### config.mk
export PLATFORM = sky130hd
export DESIGN_NAME = group_uplink_arbiter
export DESIGN_NICKNAME = d
export VERILOG_FILES = /design/src/rtl/noc_pkg.sv /design/src/rtl/rr_arbiter.sv /design/src/rtl/group_uplink_arbiter.sv
export SDC_FILE = /design/constraint.sdc
export NUM_CORES = 1
export LEC_CHECK = 0
export ABC_AREA = 1
export CAP_MARGIN = 40
export CORE_ASPECT_RATIO = 0.9
export CORE_MARGIN = 3
export CORE_UTILIZATION = 39
export DETAILED_ROUTE_END_ITERATION = 10
export PLACE_DENSITY = 0.88
export SETUP_SLACK_MARGIN = 0.15
export SYNTH_ARGS = -nofsm -noshare
export SYNTH_HDL_FRONTEND = slang
export SYNTH_SLANG_ARGS = --single-unit
export TNS_END_PERCENT = 20
### constraint.sdc
create_clock -name clk -period 8.25 [get_ports clk]
set_input_delay 2.0625 -clock clk [delete_from_list [all_inputs] [get_ports clk]]
set_output_delay 2.0625 -clock clk [all_outputs]
set_load 0.01 [all_outputs]
### src/rtl/noc_pkg.sv
// Shared NoC definitions: flit geometry, routing header fields and the null address.
package noc_pkg;

    localparam int DATA_W   = 16;
    localparam int HEADER_W = 6;
    localparam int GROUP_W  = 4;
    localparam int LEAF_W   = 2;

    localparam logic [HEADER_W-1:0] NULL_ADDR = '0;

    function automatic logic [HEADER_W-1:0] get_header(input logic [DATA_W-1:0] flit);
        return flit[DATA_W-1 -: HEADER_W];
    endfunction

endpackage

### src/rtl/rr_arbiter.sv
// Combinational round-robin arbiter: first set request at or above ptr_i (wrapping) wins.
module rr_arbiter #(
    parameter int N_REQ = 4,
    localparam int PTR_W = $clog2(N_REQ)
) (
    input  logic [N_REQ-1:0] req_i,
    input  logic [PTR_W-1:0] ptr_i,
    input  logic             en_i,
    output logic [N_REQ-1:0] grant_o
);

    logic [PTR_W:0] idx;
    logic           found;

    always_comb begin
        grant_o = '0;
        found   = 1'b0;
        idx     = '0;
        for (int k = 0; k < N_REQ; k++) begin
            idx = {1'b0, ptr_i} + (PTR_W+1)'(k);
            if (idx >= (PTR_W+1)'(N_REQ)) begin
                idx = idx - (PTR_W+1)'(N_REQ);
            end
            if (!found && req_i[idx[PTR_W-1:0]]) begin
                grant_o[idx[PTR_W-1:0]] = en_i;
                found                   = 1'b1;
            end
        end
    end

endmodule

### src/rtl/group_uplink_arbiter.sv
// Round-robin uplink sharing for a leaf group, with a single registered output stage.
// Statistics counters are built only when GROUP_ARB_STATS_EN is defined.
module group_uplink_arbiter
    import noc_pkg::*;
#(
    parameter int N_REQ = 4,
    parameter int CNT_W = 16,
    localparam int PTR_W = $clog2(N_REQ)
) (
    input  logic                    clk,
    input  logic                    reset,
    input  logic [N_REQ*DATA_W-1:0] req_data_i,
    input  logic [N_REQ-1:0]        req_valid_i,
    output logic [N_REQ-1:0]        req_ready_o,
    output logic [DATA_W-1:0]       up_data_o,
    output logic                    up_valid_o,
    input  logic                    up_ready_i,
    output logic [N_REQ*CNT_W-1:0]  grant_cnt_o,
    output logic [CNT_W-1:0]        drop_cnt_o
);

    logic [PTR_W-1:0]  ptr_q, ptr_d;
    logic              up_valid_q, up_valid_d;
    logic [DATA_W-1:0] up_data_q, up_data_d;
    logic [N_REQ-1:0]  grant;
    logic [PTR_W-1:0]  win_idx;
    logic [DATA_W-1:0] win_flit;
    logic              slot_free, accept, is_null;

    assign slot_free = !up_valid_q || up_ready_i;

    // Gating with reset keeps ready low while the block is held in reset.
    rr_arbiter #(.N_REQ(N_REQ)) u_rr (
        .req_i   (req_valid_i),
        .ptr_i   (ptr_q),
        .en_i    (slot_free && reset),
        .grant_o (grant)
    );

    assign req_ready_o = grant;
    assign accept      = |grant;

    always_comb begin
        win_idx = '0;
        for (int i = 0; i < N_REQ; i++) begin
            if (grant[i]) win_idx = PTR_W'(i);
        end
    end

    assign win_flit = req_data_i[win_idx*DATA_W +: DATA_W];
    assign is_null  = (get_header(win_flit) == NULL_ADDR);

    always_comb begin
        ptr_d      = ptr_q;
        up_valid_d = up_valid_q;
        up_data_d  = up_data_q;
        if (up_valid_q && up_ready_i) up_valid_d = 1'b0;
        if (accept) begin
            ptr_d = (win_idx == PTR_W'(N_REQ-1)) ? '0 : win_idx + 1'b1;
            if (!is_null) begin
                up_valid_d = 1'b1;
                up_data_d  = win_flit;
            end
        end
    end

    always_ff @(posedge clk or negedge reset) begin
        if (!reset) begin
            ptr_q      <= '0;
            up_valid_q <= 1'b0;
            up_data_q  <= '0;
        end else begin
            ptr_q      <= ptr_d;
            up_valid_q <= up_valid_d;
            up_data_q  <= up_data_d;
        end
    end

    assign up_valid_o = up_valid_q;
    assign up_data_o  = up_data_q;

`ifdef GROUP_ARB_STATS_EN
    logic [N_REQ-1:0][CNT_W-1:0] grant_cnt_q, grant_cnt_d;
    logic [CNT_W-1:0]            drop_cnt_q, drop_cnt_d;

    // Counters stick at all-ones rather than wrapping.
    always_comb begin
        grant_cnt_d = grant_cnt_q;
        drop_cnt_d  = drop_cnt_q;
        if (accept && (grant_cnt_q[win_idx] != '1)) begin
            grant_cnt_d[win_idx] = grant_cnt_q[win_idx] + 1'b1;
        end
        if (accept && is_null && (drop_cnt_q != '1)) begin
            drop_cnt_d = drop_cnt_q + 1'b1;
        end
    end

    always_ff @(posedge clk or negedge reset) begin
        if (!reset) begin
            grant_cnt_q <= '0;
            drop_cnt_q  <= '0;
        end else begin
            grant_cnt_q <= grant_cnt_d;
            drop_cnt_q  <= drop_cnt_d;
        end
    end

    assign grant_cnt_o = grant_cnt_q;
    assign drop_cnt_o  = drop_cnt_q;
`else
    assign grant_cnt_o = '0;
    assign drop_cnt_o  = '0;
`endif

endmodule
==> results by group <==
Run status
  – Outcome: complete, no violations

Timing
  – Final hold vios: 0
  – Tcrit/Tclk final: 0.767
  – Slew Limit Fails: 0
  – Crit path time final: 6.33 ns
  – Final Setup Violations: 0
  – Setup TNS: 0 ns
  – Fmax: 0.158 GHz
  – RSZ-0062 raised after global routing: false
  – Setup Skew: 0.00269 ns

Setup path
  – Cells along the critical path: clkdlybuf4s50_1 > nand2_1 > nand3_2 > nand2_4 > nand2_4 > nor2_4 > nand2_1 > nand4_1 > nand2_2 > inv_1 > clkdlybuf4s50_1
  – Critical path depth in cells: 11
  – Critical path endpoint: req_ready_o[3]
  – Worst Path Max Fanout: 23
  – CP startpoint kind: primary input
  – Crit path required time: 6.19 ns
  – CP Class: primary input to output pin
  – Crit path launch: req_valid_i[3]
  – Largest stage delay, worst path: 0.54 ns
  – CP bufs+invs: 3
  – Critical path arrival: 4.27 ns
  – Critical Path Sink Type: output pin
  – FF-to-FF path depth: 18
  – CP top delay family: buffers and inverters
  – Slowest-stage cell, CP: clkdlybuf4s50_1
  – Worst R2R End: up_valid_o
  – Setup slack, reg-to-reg: 4.29 ns
  – Worst R2R Start: ptr_q[0]

Clock tree
  – Worst skew pair latency: 0.25 ns
  – PostCTS Resize Cnt: 0
  – Root Driver: clkbuf_8
  – Worst-path clk slew: 0.07 ns
  – CTS max path bufs: 2
  – Sink Count: 19
  – CTS tree: done
  – Post-CTS Setup Inserts: 0
  – Number of buffers created by CTS: 3
  – Hold buffers post-CTS: 0
  – H-tree depth: 1

Pwr
  – Pwr dens: 381 mW/mm^2
  – Worst VDD drop: 0.192 mV
  – Tot Pwr: 1.21 mW
  – P_leak: 1.63 nW

Synth
  – Yosys cell types: 30
  – Cells after Synth: 377
  – Seq/Total Area, Yosys: 0.190
  – Post-synth EDFFs: 0
  – Ys async rst share: 1.00
  – Syn Std Cell Area: 0.00250 sq mm
  – Avg Inst Size Synth: 6.62 sq um
  – Synthesis warning total: 0
  – Most used DFF post-synth: dfrtp_1
  – Flop and latch count out of synthesis: 19

Drt
  – DRC: 0
  – DR vias/cell: 4.52
  – Total Wirelength: 6.66 mm
  – DRT iter0 DRCs: 183
  – Total number of vias: 2,467
  – Drt first pass iters: 7
  – Routed len/inst: 12.2 um
  – Detail Route Antenna Nets: 0

Final layout
  – N_diodes: 0
  – Nets: 538
  – Fin cells: 546
  – # fillers: 590
  – Final instance area: 0.00318 sq mm
  – Layout Utilization: 0.518
  – Synth-to-Final Area Change: 27.6%
  – Ratio of cells with drive above 1 in the final layout: 0.0610
  – Multi-input logic area: 0.00148 sq mm
  – Register area: 475 sq um

Min path
  – Worst min path class: flip-flop to flip-flop

Placement
  – Placed Area: 0.00314 sq mm
  – DP HPWL: 5.42 mm
  – Routability congestion estimate from global placement: 0.937
  – Post-Place Cells: 542
  – PortBufs: 91

Floorplanning
  – Die X: 90.3 um
  – Die area: 0.00740 sq mm
  – Initial Util: 0.406
  – Placement row count: 27
  – Ports: 172
  – Die H: 81.9 um
  – Core area: 0.00615 sq mm

Flow run
  – Number of max-cap violations: 0

Global route
  – Largest net degree at the start of global routing: 42
  – GRT Total Usage: 0.165
  – Vias in the first global route: 2,077
  – Global-route wire length before repair: 10.0 mm
  – Grt ovf: 0
  – Initial antenna violation count: 0
power by group:
group	total [mW]	internal (mW)	switching (mW)
Sequential	0.186	0.149	0.0368
Clock	0.0645	0.0343	0.0302
Combinational	0.962	0.349	0.612
Yosys cell counts, types with 4 or more instances:
cell type	number	area [sq um]
inv_2	4	15.0
nand2_4	4	45.0
nand2_2	6	37.5
a21oi_1	11	55.1
buf_4	80	601
nor2_1	11	41.3
o21ai_1	8	40.0
dfrtp_1	19	475
clkbuf_1	6	22.5
inv_1	36	135
nor2_4	4	45.0
o211ai_1	10	75.1
buf_2	4	20.0
nand3_1	39	195
o21ai_0	18	90.1
ha_1	7	87.6
nand2_1	91	342
worst min-delay path by stage:
stage | start | endpoint | slack, ns | cells after the start
2_1_floorplan | up_data_o[1] | up_data_o[1] | 0.51 | 2
3_3_place_gp | up_data_o[5] | up_data_o[5] | 0.46 | 2
3_5_place_dp | up_data_o[6] | up_data_o[6] | 0.46 | 2
4_1_cts | up_data_o[6] | up_data_o[6] | 0.48 | 2
5_1_grt | up_data_o[1] | up_data_o[1] | 0.50 | 2
6_report | up_data_o[14] | up_data_o[14] | 0.47 | 2
kinds of logic after synthesis:
family,count (synthesis),synth area share
and+or+nand+nor,167,0.327
DFF,19,0.190
AOI/OAI and AO/OA,49,0.111
adders and majority gates,7,0.0351
buffers and inverters,134,0.334
other,1,0.00150
flip-flops by register name, indices dropped and copies added, names as in the netlist:
| name | flops |
|---|---|
| up_data_o | 16 |
| ptr_q | 2 |
| up_valid_o | 1 |
routing by layer:
layer	track usage	up-vias	part of all wire
met3	0.0339	12	0.097
met2	0.280	148	0.49
met4	0.0428	0	0.017
met5	0	-	0
met1	0.217	1101	0.40
li1	-	1206	-
stage by stage:
step / hold WS [ns] / setup slack, ns
6_report: 0.472 / 1.92
5_1_grt: 0.498 / 1.74
4_1_cts: 0.476 / 1.89
3_5_place_dp: 0.458 / 1.90
3_3_place_gp: 0.455 / 1.90
2_1_floorplan: 0.505 / 2.86
final cells by class:
cell class                 count  area share
tap                           87      0.0342
timing repair buffer          92       0.288
multi-input combinational    303       0.466
clock buffer                   4      0.0141
inverter                      41      0.0483
sequential                    19       0.149
cells in the final DEF, fill, tap and decap left out:
master and n:
nand2_1 91, clkdlybuf4s50_1 91, conb_1 80, nand3_1 39
inv_1 36, dfrtp_1 19, o21ai_0 18, nor2_1 11
a21oi_1 11, o211ai_1 10, o21ai_1 8, ha_1 7
nand2_2 6, inv_2 4, nand2_4 4, nor2_4 4
clkbuf_8 3, nand3_2 2, nand4_1 2, nand3_4 2
nand3b_1 2, or2_1 2, nand3b_2 1, clkinv_1 1
a22o_1 1, o21ai_2 1, nor3_1 1, clkbuf_1 1
buf_4 1
tightest hold or removal path: cells and delay by family (launching register included):
family / cells / cell delay (ns)
flops: 1 / 0.34
simple gates: 2 / 0.11
Power figures use the tool's default switching activity.
==> edit (config.mk and constraints unchanged) <==
Take the reset off `up_data_q` and load it in a clocked block of its own.
--- a/src/rtl/group_uplink_arbiter.sv
+++ b/src/rtl/group_uplink_arbiter.sv
@@ -68,12 +68,14 @@
         if (!reset) begin
             ptr_q      <= '0;
             up_valid_q <= 1'b0;
-            up_data_q  <= '0;
         end else begin
             ptr_q      <= ptr_d;
             up_valid_q <= up_valid_d;
-            up_data_q  <= up_data_d;
         end
+    end
+
+    always_ff @(posedge clk) begin
+        up_data_q <= up_data_d;
     end
 
     assign up_valid_o = up_valid_q;
Function: differs if reset is asserted again (counterexample within 4 cycles, from zero or initial values and one cycle with reset low); with reset held inactive, the same outputs for 10 cycles.
==> edit against the unedited design <==
  * Utilization increased by 2.6 points
  * Routed wire length decreased by 8.6%
  * Synthesized cell count decreased by 15%
  * Power decreased by 14%
  * Area after synthesis decreased by 7.5%
  * Combinational power decreased by 23%
  * Design area decreased by 6.5%
  * Non-clock buffer count decreased by 1
  * Sequential cell count unchanged
  * Worst setup slack got worse by 0.12 ns
  * Sequential share of layout area increased by 3.7 points
  * Clock skew increased by 0.0030 ns
==> edit: results (changes against the unedited design) <==
| Metric | Value |
|---|---|
| Status | `complete, no violations (unchanged)` |
| P_leak | `0.00147 uW (was 0.00163 uW)` |
| Hpwl dp | `5000 um (was 5420 um)` |
| Critical path endpoint | `req_ready_o[1] (was req_ready_o[3])` |
| Post-synth top cells | `81 x buf_4, 60 x nand2_1, 39 x inv_1, 27 x nand3_1, 16 x edfxtp_1 (was 91 x nand2_1, 80 x buf_4, 39 x nand3_1, 36 x inv_1, 19 x dfrtp_1)` |
| Initial DRT Pass Iterations | `4 (was 7)` |
| Via count of the routed design | `2155 (was 2467)` |
| Detailed Route WL | `6090 um (was 6660 um)` |
| Worst hold start | `up_valid_o (was up_data_o[14])` |
| WHS Endpoint | `up_valid_o (was up_data_o[14])` |
| Post-route worst setup slack | `1.80 ns (was 1.92 ns)` |
| Synth Area in Compound Gates | `10.2% (was 11.1%)` |
| DRT iter0 DRCs | `193 (was 183)` |
| Xor and xnor area share after synthesis | `0% (unchanged)` |
| Layout Skew | `0.00569 ns (was 0.00269 ns)` |
| Peak VDD IR | `0.000244 V (was 0.000192 V)` |
| Largest cells by area after synthesis | `buf_4 26%, edfxtp_1 21%, nand2_1 9.8% (was buf_4 24%, dfrtp_1 19%, nand2_1 14%)` |
| Ratio of cells with drive above 1 in the final layout | `6.44% (was 6.10%)` |
| Max-slew headroom | `59.1%` |
| FF-to-FF Start | `ptr_q[0] (unchanged)` |
| Global placer's final weighted congestion | `0.979 (was 0.937)` |
| Post-synthesis adder-cell area fraction | `3.79% (was 3.51%)` |
| Pin count of the biggest net entering global routing | `32 (was 42)` |
| Clk_lat worst skew | `0.26 ns` |
| I/O Buffers | `91 (unchanged)` |
| CP Max Fanout | `16 (was 23)` |
| Post-CTS Setup Inserts | `0 (unchanged)` |
| Top_reg_cell synth | `edfxtp_1 (was dfrtp_1)` |
| Vias in the first global route | `1770 (was 2077)` |
| Critical path's largest stage delay | `0.64 ns (was 0.54 ns)` |
| Crit path DAT | `4.38 ns (was 4.27 ns)` |
| Reg-to-Reg End | `up_data_o[8] (was up_valid_o)` |
| Total GRT Usage | `16.3% (was 16.5%)` |
| Fin nets | `483 (was 538)` |
| Worst hold path cell count | `2 (unchanged)` |
| Async SR Flop Fraction | `15.8% (was 100%)` |
| Sequential area share after synthesis | `24.1% (was 19.0%)` |
| Reg2Reg Setup Slack | `4.11 ns (was 4.29 ns)` |
| H-tree depth | `1 (unchanged)` |
| Clock transition at path regs | `0.07 ns (about the same)` |
| Number of enable flip-flop cells after synthesis | `16 (was 0)` |
| First-pass GRT wire length | `8860 um (was 10000 um)` |
| Cell variety after synth | `32 (was 30)` |
| Clock Tree Root | `clkbuf_8 (unchanged)` |
| Fill cells | `479 (was 590)` |
## edit: where the power goes
part | internal (uW) | switching [uW]
clock network | 33.6 | 31.3
logic | 275 | 462
registers | 213 | 30.1
total | 522 | 524
## edit: area by class of cell
| class | count | area [sq um] | area share [%] |
|---|---|---|---|
| timing repair buffer | 91 | 911 | 30.6 |
| multi-input combinational | 247 | 1220 | 40.9 |
| clock inverter | 1 | 5.00 | 0.168 |
| clock buffer | 3 | 41.3 | 1.39 |
| inverter | 43 | 164 | 5.51 |
| tap | 67 | 83.8 | 2.82 |
| sequential | 19 | 556 | 18.7 |
## edit: cells by family after synthesis
| group | count (synthesis) |
|---|---|
| adders and majority gates | 7 |
| other | 1 |
| DFF | 19 |
| buffers and inverters | 133 |
| AOI/OAI and AO/OA | 38 |
| and+or+nand+nor | 122 |
## edit: layer usage
layer	vias up	GRT usage [%]	share of wire, %
met5	-	0	0
met4	0	5.98	2.6
met3	15	2.70	11
met2	150	25.9	49
met1	954	22.0	38
li1	1036	-	-
## edit: worst max-delay path, delay by kind of cell
kind / cells / cell delay, ns
and+or+nand+nor: 8 / 0.85
buffers and inverters: 3 / 1.46
## edit: through the flow
| step | cell area, sq um | hold WS, ns | std cells | power, uW |
|---|---|---|---|---|
| global placement | 2930 | 0.489 | 467 | 954 |
| detailed placement | 2930 | 0.505 | 467 | 975 |
| floorplan | 2610 | 0.533 | 399 | 789 |
| CTS | 2980 | 0.520 | 471 | 1040 |
| global route | 2980 | 0.568 | 471 | 1130 |
| finish | 2980 | 0.512 | 471 | 1050 |
